File: config.mk
export PLATFORM = sky130hd
export DESIGN_NAME = csr_trap_sequencer
export DESIGN_NICKNAME = d
export VERILOG_FILES = /design/src/rtl/csr_trap_pkg.sv /design/src/rtl/csr_trap_target.sv /design/src/rtl/csr_trap_sequencer.sv
export SDC_FILE = /design/constraint.sdc
export NUM_CORES = 1
export LEC_CHECK = 0
export CAP_MARGIN = 10
export CORE_ASPECT_RATIO = 1.5
export CORE_MARGIN = 3
export CORE_UTILIZATION = 47
export DETAILED_ROUTE_END_ITERATION = 10
export GPL_TIMING_DRIVEN = 0
export HOLD_SLACK_MARGIN = 0.03
export PLACE_DENSITY = 0.79
export SLEW_MARGIN = 15
export SYNTH_ARGS = -nofsm -noshare
export SYNTH_HDL_FRONTEND = slang
export SYNTH_SLANG_ARGS = --single-unit
File: constraint.sdc
create_clock -name clk_i -period 2.45 [get_ports clk_i]
set_input_delay 0.49 -clock clk_i [delete_from_list [all_inputs] [get_ports clk_i]]
set_output_delay 0.49 -clock clk_i [all_outputs]
set_load 0.02 [all_outputs]
File: src/rtl/csr_trap_pkg.sv
// rtl/csr_trap_pkg.sv - shared types and constants for the CSR trap sequencer
package csr_trap_pkg;

   localparam int TRAP_W = 64;

   localparam logic [11:0] CSR_MEPC   = 12'h341;
   localparam logic [11:0] CSR_MCAUSE = 12'h342;
   localparam logic [11:0] CSR_MTVAL  = 12'h343;

   localparam logic [TRAP_W-1:0] ILLEGAL_INSTR = 64'd2;

   typedef enum logic [2:0] {
      ST_IDLE,
      ST_WR_EPC,
      ST_WR_CAUSE,
      ST_WR_TVAL,
      ST_FLUSH,
      ST_REDIRECT
   } trap_state_e;

   typedef struct packed {
      logic [TRAP_W-1:0] cause;
      logic [TRAP_W-1:0] pc;
      logic [TRAP_W-1:0] tval;
      logic              dbg;
      logic [TRAP_W-1:0] mtvec;
   } trap_req_t;

endpackage

File: src/rtl/csr_trap_target.sv
// rtl/csr_trap_target.sv - combinational trap redirect target
// Optional vectored interrupt mode: CSR_TRAP_VECTORED_EN
module csr_trap_target #(
   parameter int              XLEN           = 64,
   parameter logic [XLEN-1:0] DEBUG_EXC_ADDR = 64'h0000_0000_0000_0808
) (
   input  logic [XLEN-1:0] i_mtvec,
   input  logic [XLEN-1:0] i_cause,
   input  logic            i_dbg,
   output logic [XLEN-1:0] o_target
);

   logic [XLEN-1:0] w_base;
   logic            w_unused;

   assign w_base = {i_mtvec[XLEN-1:2], 2'b00};

`ifdef CSR_TRAP_VECTORED_EN
   assign w_unused = ^i_cause[XLEN-2:6];
`else
   assign w_unused = ^{i_cause, i_mtvec[1:0]};
`endif

   always_comb begin
      o_target = w_base;
`ifdef CSR_TRAP_VECTORED_EN
      // Only interrupts are vectored; synchronous exceptions use the base.
      if (i_mtvec[1:0] == 2'b01 && i_cause[XLEN-1])
         o_target = w_base + {{(XLEN-8){1'b0}}, i_cause[5:0], 2'b00};
`endif
      if (i_dbg)
         o_target = DEBUG_EXC_ADDR;
   end

endmodule

File: src/rtl/csr_trap_sequencer.sv
// rtl/csr_trap_sequencer.sv - writes mepc/mcause/mtval, then flushes and redirects
// Optional vectored interrupt mode: CSR_TRAP_VECTORED_EN
module csr_trap_sequencer
   import csr_trap_pkg::*;
#(
   parameter int              XLEN           = 64,
   parameter logic [XLEN-1:0] DEBUG_EXC_ADDR = 64'h0000_0000_0000_0808,
   parameter int              CNT_W          = 16
) (
   input  logic             clk_i,
   input  logic             rst_i,
   input  logic             ex_valid_i,
   input  logic [XLEN-1:0]  ex_cause_i,
   input  logic [XLEN-1:0]  ex_pc_i,
   input  logic [XLEN-1:0]  ex_tval_i,
   output logic             ex_ready_o,
   input  logic             debug_mode_i,
   input  logic [XLEN-1:0]  mtvec_i,
   output logic             csr_we_o,
   output logic [11:0]      csr_waddr_o,
   output logic [XLEN-1:0]  csr_wdata_o,
   output logic             flush_o,
   output logic             redirect_valid_o,
   output logic [XLEN-1:0]  redirect_pc_o,
   input  logic             redirect_ready_i,
   output logic             busy_o,
   output logic [CNT_W-1:0] trap_count_o
);

   trap_state_e     r_state;
   trap_state_e     w_next;
   trap_req_t       r_req;
   logic [XLEN-1:0] r_redirect_pc;
   logic [CNT_W-1:0] r_count;

   logic [XLEN-1:0] w_pc;
   logic [XLEN-1:0] w_cause;
   logic [XLEN-1:0] w_tval;
   logic [XLEN-1:0] w_mtvec;
   logic [XLEN-1:0] w_target;
   logic            w_capture;
   logic            w_accept;

   assign w_pc    = XLEN'(r_req.pc);
   assign w_cause = XLEN'(r_req.cause);
   assign w_tval  = XLEN'(r_req.tval);
   assign w_mtvec = XLEN'(r_req.mtvec);

   assign w_capture = (r_state == ST_IDLE) && ex_valid_i;
   assign w_accept  = (r_state == ST_REDIRECT) && redirect_ready_i;

   csr_trap_target #(
      .XLEN           (XLEN),
      .DEBUG_EXC_ADDR (DEBUG_EXC_ADDR)
   ) u_target (
      .i_mtvec  (w_mtvec),
      .i_cause  (w_cause),
      .i_dbg    (r_req.dbg),
      .o_target (w_target)
   );

   always_ff @(posedge clk_i) begin
      if (rst_i)
         r_state <= ST_IDLE;
      else
         r_state <= w_next;
   end

   always_comb begin
      w_next           = r_state;
      csr_we_o         = 1'b0;
      csr_waddr_o      = '0;
      csr_wdata_o      = '0;
      flush_o          = 1'b0;
      redirect_valid_o = 1'b0;
      ex_ready_o       = 1'b0;
      busy_o           = 1'b1;
      case (r_state)
         ST_IDLE: begin
            ex_ready_o = 1'b1;
            busy_o     = 1'b0;
            if (ex_valid_i)
               w_next = debug_mode_i ? ST_FLUSH : ST_WR_EPC;
         end
         ST_WR_EPC: begin
            csr_we_o    = 1'b1;
            csr_waddr_o = CSR_MEPC;
            csr_wdata_o = {w_pc[XLEN-1:2], 2'b00};
            w_next      = ST_WR_CAUSE;
         end
         ST_WR_CAUSE: begin
            csr_we_o    = 1'b1;
            csr_waddr_o = CSR_MCAUSE;
            csr_wdata_o = w_cause;
            w_next      = ST_WR_TVAL;
         end
         ST_WR_TVAL: begin
            csr_we_o    = 1'b1;
            csr_waddr_o = CSR_MTVAL;
            csr_wdata_o = w_tval;
            w_next      = ST_FLUSH;
         end
         ST_FLUSH: begin
            flush_o = 1'b1;
            w_next  = ST_REDIRECT;
         end
         ST_REDIRECT: begin
            redirect_valid_o = 1'b1;
            if (redirect_ready_i)
               w_next = ST_IDLE;
         end
         default: w_next = ST_IDLE;
      endcase
   end

   // Later states only ever read the captured copy, never the live inputs.
   always_ff @(posedge clk_i) begin
      if (rst_i) begin
         r_req         <= '0;
         r_redirect_pc <= '0;
         r_count       <= '0;
      end else begin
         if (w_capture) begin
            r_req.cause <= TRAP_W'(ex_cause_i);
            r_req.pc    <= TRAP_W'(ex_pc_i);
            r_req.tval  <= TRAP_W'(ex_tval_i);
            r_req.dbg   <= debug_mode_i;
            r_req.mtvec <= TRAP_W'(mtvec_i);
         end
         if (r_state == ST_FLUSH)
            r_redirect_pc <= w_target;
         if (w_accept && (r_count != {CNT_W{1'b1}}))
            r_count <= r_count + 1'b1;
      end
   end

   assign redirect_pc_o = r_redirect_pc;
   assign trap_count_o  = r_count;

endmodule

==> reports/metrics.yaml, run 1 <==
power:
  finalPower_w: 0.01473
  sw_frac_of_total: 0.3021
  seqPwrFrac: 0.419
  power.leakage_nw: 7.630
  netSwitchingPower_w: 0.004450
  p_clk_frac: 0.331
  p_comb_frac: 0.250
  p_int_w: 0.01028
  p_per_area_mw_per_mm2: 728.0
  peakVddDrop_uv: 585.4
sta:
  final_max_slew_viol_count: 0
  max_slew_margin: 0.4396
  worstMarginPinSlew_ns: 0.8406
  fmax_ghz: 0.3848
  worst_slack_ns: -0.1485
  grt_setup_unrepaired: "true"
  hold_viol: 0
  skew_ns: 0.01108
  min_period_ns: 2.599
  finalSetupViolCount: 52
  finalCritPeriodShare: 1.061
route:
  drc_errors: 0
  detail_route.first_pass.iterations: 5
  drt-initial-drc-count: 935
  wl_per_cell_um: 19.77
  detail_route.vias_per_cell: 5.420
  wl_um: 51770
  vias: 14190
  final_antenna_net_count: 0
clock_network:
  htreeDepth: 1
  cts_tree: "built"
  clk_pin_slew_ns: 0.06
  clock_path_buffers: 3
  cts_sinks: 334
  cts_root_buf: "clkbuf_16"
  cts_made_buffers: 31
  clkLatencyLatePin_ns: 0.55
  hold_buffers: 0
floorplan:
  row_count: 75
  fp.dieArea_mm2: 0.03123
  core_region_area_mm2: 0.02834
  die_h_um: 214.9
  ios: 422
  initial_core_util: 0.4826
  die_w_um: 145.3
global_route:
  track_usage: 0.3072
  grt_max_degree: 19
  grt_pass1_vias: 13980
  grt_pass1_wl_um: 77020
  grt_overflow: 0
  antenna_found_initial: 11
worst_hold_path:
  whs_endpoint: "redirect_pc_o[37]$_SDFFE_PP0P_"
  hold_class: "reg -> reg"
  hold_depth: 2
  hp-start: "redirect_pc_o[37]$_SDFFE_PP0P_"
worst_setup_path:
  start_kind: "flop"
  r2r_slack_ns: 0.06
  endpoint_kind: "primary output"
  path_class: "reg -> out"
  timing.rr.start: "r_state[0]$_SDFFE_PP0P_"
  critical_path_required_ns: 1.96
  rr_worst_depth: 7
  worstPathArrival_ns: 2.11
  cp_max_fo: 7
  r2r_end: "w_tval[5]$_SDFFE_PP0P_"
synthesis:
  synth-async-reset-ratio: 0
  synth-edff-count: 0
  yosys.area.top_type: "dfxtp_1"
  synth_top_area_share: 0.4889
  syn_inst: 1729
  seq_area_frac_synth: 0.4889
  yosys_warnings: 0
  syn_area_mm2: 0.01368
  yosysUniqueCellTypes: 41
  synth_area_per_cell_um2: 7.910
  yosys-top-cells-area: "dfxtp_1, nand2_1, a21oi_1, mux2_2, a22oi_1"
  ys.flop_type: "dfxtp_1"
  ys_ff_latch: 334
final_layout:
  final_common_cell: "nand2_1"
  final_cell_mix: "nand2_1, clkdlybuf4s50_1, dfxtp_1, a21oi_1"
  instances_no_fill: 2618
  nFillCells: 2294
  stdcell_area_mm2: 0.02024
  final_nets: 2464
  drive_above_1_share: 0.1678
  area_growth_pct: 47.96
placement:
  dp_hpwl_um: 37720
  gp_congestion: 0.8954
  dp.cells: 2530
  portBuffers: 408
  placed_cell_area_mm2: 0.01827
status:
  violations: "setup timing"
  outcome: "complete, but fails checks"
run:
  max_cap_violations: 0
==> power by group through the flow <==
stage / registers, W / clock network, W / logic, W
floorplan: 0.00622 / 0 / 0.00179
finish: 0.00617 / 0.00488 / 0.00368
global route: 0.00621 / 0.00512 / 0.00394
detailed placement: 0.00626 / 0 / 0.00317
global placement: 0.00624 / 0 / 0.00314
CTS: 0.00615 / 0.00490 / 0.00348
==> repair_timing <==
action / in CTS / in global routing
pin swaps: 17 / 40
buffers inserted: 9 / 11
gates cloned: 6 / 1
gates resized for setup: 437 / 123
setup endpoints to repair: 206 / 97
==> stage by stage <==
| step | setup TNS, ns | hold slack [ns] | worst slack (ns) | util |
|---|---|---|---|---|
| after CTS | -4.580 | 0.4516 | -0.1498 | 0.6998 |
| after global placement | -136.87 | 0.4384 | -0.9714 | 0.6448 |
| after floorplan | 0 | 0.4329 | 0.3499 | - |
| final | -2.545 | 0.4494 | -0.1485 | 0.7141 |
| after global routing | -5.900 | 0.4676 | -0.1864 | 0.7141 |
| after detailed placement | -129.98 | 0.4428 | -0.9856 | 0.6448 |
==> per-layer routing <==
metal / wire length, um / global-route usage / share of wire / vias up
met5: 13 / 0 / 0.00025 / -
met4: 2503 / 0.1328 / 0.048 / 2
met3: 3876 / 0.06153 / 0.075 / 147
met2: 26820 / 0.5776 / 0.52 / 684
met1: 18550 / 0.3314 / 0.36 / 6647
li1: - / - / - / 6710
==> cell families (layout without fill, tap and decap cells) <==
group | count (synthesis) | after routing | share of synthesized area
adders and majority gates | 1 | 1 | 0.0009147
AOI/OAI and AO/OA | 408 | 408 | 0.1630
other | 1 | 19 | 0.0002742
xor gates and xnor gates | 1 | 1 | 0.0006405
muxes | 65 | 65 | 0.05333
DFF | 334 | 334 | 0.4889
and+or+nand+nor | 758 | 758 | 0.2391
buffers and inverters | 161 | 647 | 0.05379
==> final cells by class <==
cell class	instances	area [um^2]	area share
Sequential cell	334	6694	0.3308
Timing Repair Buffer	434	4297	0.2123
Inverter	5	26.28	0.001298
Buffer	154	1025	0.05064
Tap cell	385	481.7	0.02380
Clock inverter	7	100.1	0.004946
Antenna cell	10	25.02	0.001237
Multi-Input combinational cell	1242	6673	0.3297
Clock buffer	47	915.9	0.04526
==> critical path: stages (launching register included) <==
cell       delay (ns)
dfxtp_4          0.36
buf_8            0.14
clkbuf_16        0.17
buf_8            0.13
mux2_4           0.30
a22oi_2          0.21
nor2_2           0.10
buf_6            0.14
==> sequential cells by signal (all words and copies together) (netlist names) <==
signal and flops:
w_cause 64, w_tval 64, redirect_pc_o 62, w_mtvec 62
w_pc 62, trap_count_o 16, r_state 3, r_req 1
==> synth_stat cells, types with 3 or more instances <==
cell,n
nor2_1,72
mux2_2,63
a21oi_1,330
nand4_1,6
inv_1,4
clkbuf_1,88
or4_1,8
dfxtp_1,334
buf_1,5
o21ai_0,5
nor2b_1,3
nor3_1,6
nand3b_1,61
a22oi_1,61
o31ai_1,9
buf_4,21
and3_1,3
buf_2,42
or3_1,5
nand3_1,3
nand2_1,575
==> how the worst max path moves through the flow <==
stage	startpoint	end	slack (ns)	cells after the start
final	r_state[1]$_SDFFE_PP0P_	csr_wdata_o[48]	-0.15	7
after floorplan	r_state[0]$_SDFFE_PP0P_	csr_waddr_o[6]	0.35	4
after detailed placement	r_state[0]$_SDFFE_PP0P_	csr_wdata_o[59]	-0.99	6
after global routing	r_state[1]$_SDFFE_PP0P_	csr_wdata_o[47]	-0.19	8
after CTS	r_state[1]$_SDFFE_PP0P_	csr_wdata_o[31]	-0.15	8
after global placement	r_state[0]$_SDFFE_PP0P_	csr_wdata_o[59]	-0.97	6
No activity file was read; power rests on OpenSTA's default activity.
==> run 2, diff against run 1 <==
--- a/config.mk
+++ b/config.mk
@@ -6,8 +6,8 @@
 export NUM_CORES = 1
 export LEC_CHECK = 0
 export CAP_MARGIN = 10
-export CORE_ASPECT_RATIO = 1.5
-export CORE_MARGIN = 3
+export CORE_ASPECT_RATIO = 1.4
+export CORE_MARGIN = 5
 export CORE_UTILIZATION = 47
 export DETAILED_ROUTE_END_ITERATION = 10
 export GPL_TIMING_DRIVEN = 0
==> run 2 against run 1 <==
Effect of this change: the flow still finishes with violations (setup timing); combinational power up 2%; maximum frequency up 0.14%; via count up 0.66%; clock skew up 0.0043 ns; sequential share of layout area down 0.31 points; register-to-register slack better by 0.10 ns; critical endpoint is now csr_wdata_o[30].
==> reports/metrics.yaml, run 2 (synthesized netlist as in run 1, its figures left out) <==
sta:
  finalSetupViolCount: 57
  min_period_ns: 2.595
  hold_viol: 0
  grt_setup_unrepaired: "true"
  final_max_slew_viol_count: 0
  worst_slack_ns: -0.1450
  fmax_ghz: 0.3854
  skew_ns: 0.01535
  holdWs_ns: 0.4501
  worstMarginPinSlew_ns: 0.8278
  finalCritPeriodShare: 1.059
  max_slew_margin: 0.4481
clock_network:
  clkLatencyLatePin_ns: 0.57
  htreeDepth: 1
  cts_root_buf: "clkbuf_16"
  hold_buffers: 0
  cts_sinks: 334
  clk_pin_slew_ns: 0.06
  cts_tree: "built"
  cts_made_buffers: 31
  clock_path_buffers: 3
status:
  outcome: "complete, but fails checks"
  violations: "setup timing"
worst_setup_path:
  r2r_end: "w_pc[15]$_SDFFE_PP0P_"
  start_kind: "flop"
  crit_start: "r_state[1]$_SDFFE_PP0P_"
  cp-endpoint: "csr_wdata_o[30]"
  worstPathArrival_ns: 2.11
  path_class: "reg -> out"
  r2r_slack_ns: 0.16
  critical_path_required_ns: 1.96
  endpoint_kind: "primary output"
  rr_worst_depth: 7
  cp_max_fo: 7
  timing.rr.start: "r_state[2]$_SDFFE_PP0P_"
power:
  seqPwrFrac: 0.407
  sw_frac_of_total: 0.2981
  p_per_area_mw_per_mm2: 743.4
  p_int_w: 0.01066
  p_comb_frac: 0.247
  power.leakage_nw: 7.752
  peakVddDrop_uv: 589.5
  netSwitchingPower_w: 0.004528
  p_clk_frac: 0.347
global_route:
  track_usage: 0.3036
  antenna_found_initial: 6
  grt_overflow: 0
  grt_pass1_wl_um: 79090
  grt_max_degree: 19
  grt_pass1_vias: 14570
placement:
  dp.cells: 2525
  gp_congestion: 0.9036
  portBuffers: 408
  dp_hpwl_um: 37900
route:
  detail_route.vias_per_cell: 5.460
  drc_errors: 0
  vias: 14280
  drt-initial-drc-count: 830
  wl_um: 52630
  detail_route.first_pass.iterations: 8
  final_antenna_net_count: 0
  wl_per_cell_um: 20.12
floorplan:
  fp.dieArea_mm2: 0.03266
  initial_core_util: 0.4719
  row_count: 74
  core_region_area_mm2: 0.02898
  die_w_um: 154.2
  ios: 422
  die_h_um: 211.8
final_layout:
  instances_no_fill: 2616
  final_common_cell: "nand2_1"
  final_nets: 2469
  fin_util: 0.7050
  final_cell_mix: "nand2_1, clkdlybuf4s50_1, dfxtp_1, a21oi_1, buf_4"
  drive_above_1_share: 0.1726
  area_growth_pct: 49.38
worst_hold_path:
  hold_class: "reg -> reg"
run:
  max_cap_violations: 0
-- run 2: how the worst min path moves through the flow --
stage                                               from                             end  slack [ns]  cells after the start
after detailed placement         w_tval[34]$_SDFFE_PP0P_         w_tval[34]$_SDFFE_PP0P_        0.44                      2
final                     redirect_pc_o[29]$_SDFFE_PP0P_  redirect_pc_o[29]$_SDFFE_PP0P_        0.45                      2
after global routing                      ex_cause_i[48]        w_cause[48]$_SDFFE_PP0P_        0.47                      3
after global placement     redirect_pc_o[4]$_SDFFE_PP0P_   redirect_pc_o[4]$_SDFFE_PP0P_        0.44                      2
after floorplan                  w_tval[10]$_SDFFE_PP0P_         w_tval[10]$_SDFFE_PP0P_        0.43                      2
after CTS                                 ex_cause_i[27]        w_cause[27]$_SDFFE_PP0P_        0.45                      3
-- run 2: power by group through the flow --
stage          Clock, W  Sequential (W)  Combinational (W)
3_5_place_dp          0         0.00626            0.00318
3_3_place_gp          0         0.00623            0.00314
4_1_cts         0.00528         0.00615            0.00367
2_1_floorplan         0         0.00622            0.00179
5_1_grt         0.00550         0.00622            0.00401
6_report        0.00526         0.00618            0.00375
-- run 2: critical path: stages, from the launching register on --
cell and delay [ns]:
dfxtp_4 0.38, buf_12 0.14, nor2b_4 0.13, clkbuf_16 0.17, clkbuf_16 0.17, buf_4 0.14, a22oi_1 0.18, nor2_1 0.06
buf_4 0.16
-- run 2: layout make-up --
cell class | instances | area [um^2]
sequential | 334 | 6694
tap | 380 | 475.5
antenna | 5 | 12.51
inverter | 5 | 31.28
clock inverter | 14 | 200.2
buffer | 153 | 1031
clock buffer | 43 | 910.9
multi-input combinational | 1242 | 6704
fill | 2348 | 8549
timing repair buffer | 440 | 4372
-- run 2: timing repair --
| action | 4_1_cts | 5_1_grt |
|---|---|---|
| pin swaps | 21 | 41 |
| setup endpoints to repair | 131 | 67 |
| cloned | 13 | 0 |
| resized for setup | 512 | 65 |
| setup buffers | 16 | 7 |
-- run 2: through the flow --
stage          power, W  setup TNS, ns  setup WS (ns)  cell area, um^2
2_1_floorplan  0.008013              0         0.3499            13710
3_3_place_gp   0.009369        -130.39        -0.8029            18270
3_5_place_dp   0.009438        -133.20        -0.7981            18270
4_1_cts         0.01511         -4.834        -0.1893            20290
5_1_grt         0.01573         -6.830        -0.2077            20430
6_report        0.01519         -3.653        -0.1450            20430
-- run 2: layer usage --
| layer | routed length [um] | track usage | vias up |
|---|---|---|---|
| met4 | 3272 | 0.1746 | 2 |
| met5 | 13 | 0 | - |
| met1 | 18390 | 0.3257 | 6638 |
| met3 | 4425 | 0.06810 | 186 |
| met2 | 26530 | 0.5460 | 735 |
| li1 | - | - | 6722 |
==> run 3, diff against run 2 <==
--- a/config.mk
+++ b/config.mk
@@ -13,7 +13,7 @@
 export GPL_TIMING_DRIVEN = 0
 export HOLD_SLACK_MARGIN = 0.03
 export PLACE_DENSITY = 0.79
-export SLEW_MARGIN = 15
+export SKIP_CTS_REPAIR_TIMING = 1
 export SYNTH_ARGS = -nofsm -noshare
 export SYNTH_HDL_FRONTEND = slang
 export SYNTH_SLANG_ARGS = --single-unit
==> run 3 against run 2 <==
Effect of this change: the run still ends with setup timing left; clock skew fell by 0.0016 ns; via count fell by 1.5%; final cell count fell by 0.34%; largest power group unchanged; total power fell by 1.1%; setup slack got worse by 0.080 ns; wire length fell by 2.3%; maximum frequency fell by 3.0%; register-to-register slack barely moved; highest routed layer unchanged.
==> reports/metrics.yaml, run 3 (synthesized netlist as in run 1, its figures left out) <==
status:
  outcome: "complete, but fails checks"
  violations: "setup timing"
clock_network:
  cts_sinks: 334
  cts_root_buf: "clkbuf_16"
  cts_tree: "built"
  cts_made_buffers: 31
  clk_pin_slew_ns: 0.06
  clock_path_buffers: 3
  clkLatencyLatePin_ns: 0.57
  htreeDepth: 1
worst_setup_path:
  path_cells: "buf_6 -> nor2b_2 -> buf_6 -> buf_4 -> buf_8 -> a22oi_1 -> nor2_1 -> buf_4"
  worstPathArrival_ns: 2.18
  path_class: "reg -> out"
  cp_max_fo: 10
  critical_path_required_ns: 1.96
  endpoint_kind: "primary output"
  crit_start: "r_state[1]$_SDFFE_PP0P_"
  slowest_delay_ns: 0.34
  cp_slowest_cell: "dfxtp_2"
  timing.rr.start: "r_state[2]$_SDFFE_PP0P_"
  start_kind: "flop"
power:
  peakVddDrop_uv: 614.8
  p_int_w: 0.01058
  sw_frac_of_total: 0.2958
  seqPwrFrac: 0.410
  netSwitchingPower_w: 0.004444
  p_clk_frac: 0.350
  p_per_area_mw_per_mm2: 748.0
  power.leakage_nw: 7.743
  p_comb_frac: 0.240
sta:
  max_slew_margin: 0.4385
  min_period_ns: 2.675
  final_max_slew_viol_count: 0
  skew_ns: 0.01380
  finalSetupViolCount: 50
  worstMarginPinSlew_ns: 0.8423
  hold_viol: 0
  finalCritPeriodShare: 1.092
  grt_setup_unrepaired: "true"
  worst_slack_ns: -0.2249
  fmax_ghz: 0.3738
placement:
  portBuffers: 408
  pre_cts_ws_ns: -0.7981
  dp_hpwl_um: 37900
  gp_congestion: 0.9036
route:
  drc_errors: 0
  wl_um: 51420
  vias: 14070
  drt-initial-drc-count: 833
  detail_route.first_pass.iterations: 7
  final_antenna_net_count: 0
  detail_route.vias_per_cell: 5.396
  wl_per_cell_um: 19.72
global_route:
  grt_overflow: 0
  grt_pass1_vias: 14250
  grt_max_degree: 16
  track_usage: 0.2917
  grt_pass1_wl_um: 76310
  antenna_found_initial: 4
final_layout:
  final_nets: 2462
  area_growth_pct: 46.89
  drive_above_1_share: 0.1578
  fin_util: 0.6932
  final_cell_mix: "nand2_1, clkdlybuf4s50_1, dfxtp_1, a21oi_1, buf_4"
  final_common_cell: "nand2_1"
floorplan:
  die_h_um: 211.8
  fp.dieArea_mm2: 0.03266
  die_w_um: 154.2
  row_count: 74
  core_region_area_mm2: 0.02898
  ios: 422
  initial_core_util: 0.4719
run:
  max_cap_violations: 0
worst_hold_path:
  hold_class: "reg -> reg"
  hp-start: "redirect_pc_o[22]$_SDFFE_PP0P_"
[run 3: worst max-delay path: cells and delay by family (launching register included)]
family	cells	cell delay, ns
buffers and inverters	5	0.76
DFF	1	0.34
AOI/OAI and AO/OA	1	0.26
and+or+nand+nor	2	0.26
[run 3: final timing paths]
kind / to / slack, ns / cells past startpoint
setup reg to reg: w_pc[58]$_SDFFE_PP0P_ / 0.17 / 7
hold reg to reg: redirect_pc_o[22]$_SDFFE_PP0P_ / 0.45 / 2
setup / recovery: csr_wdata_o[26] / -0.22 / 8
hold / removal: redirect_pc_o[22]$_SDFFE_PP0P_ / 0.45 / 2
[run 3: per-layer routing]
layer	GRT usage	routed length [um]
met3	0.06605	3993
met2	0.5302	26270
met4	0.1469	2690
met1	0.3166	18450
met5	0	13
[run 3: per-stage QoR]
step / std cells / hold slack [ns] / power, W / instance area (um^2) / setup TNS (ns)
after floorplan: 1737 / 0.4329 / 0.008013 / 13710 / 0
after global placement: 2525 / 0.4387 / 0.009369 / 18270 / -130.39
after detailed placement: 2525 / 0.4433 / 0.009438 / 18270 / -133.20
after CTS: 2582 / 0.4470 / 0.01462 / 19380 / -88.16
after global routing: 2607 / 0.4645 / 0.01557 / 20090 / -7.813
final: 2607 / 0.4507 / 0.01503 / 20090 / -4.472
[run 3: cell type report]
cell class	instances	area, um^2
diodes	3	7.507
plain buffers	155	977.2
clock buffers	43	910.9
clock inverters	14	200.2
fillers	2430	8891
inverters	5	31.28
multi-input cells	1242	6541
flip-flops and latches	334	6691
well taps	380	475.5
repair buffers	431	4254
[run 3: power groups by stage]
stage               Clock, W  Sequential [W]  Combinational [W]
floorplan                  0         0.00622            0.00179
global placement           0         0.00623            0.00314
detailed placement         0         0.00626            0.00318
CTS                  0.00528         0.00614            0.00320
global route         0.00549         0.00621            0.00387
finish               0.00526         0.00617            0.00360
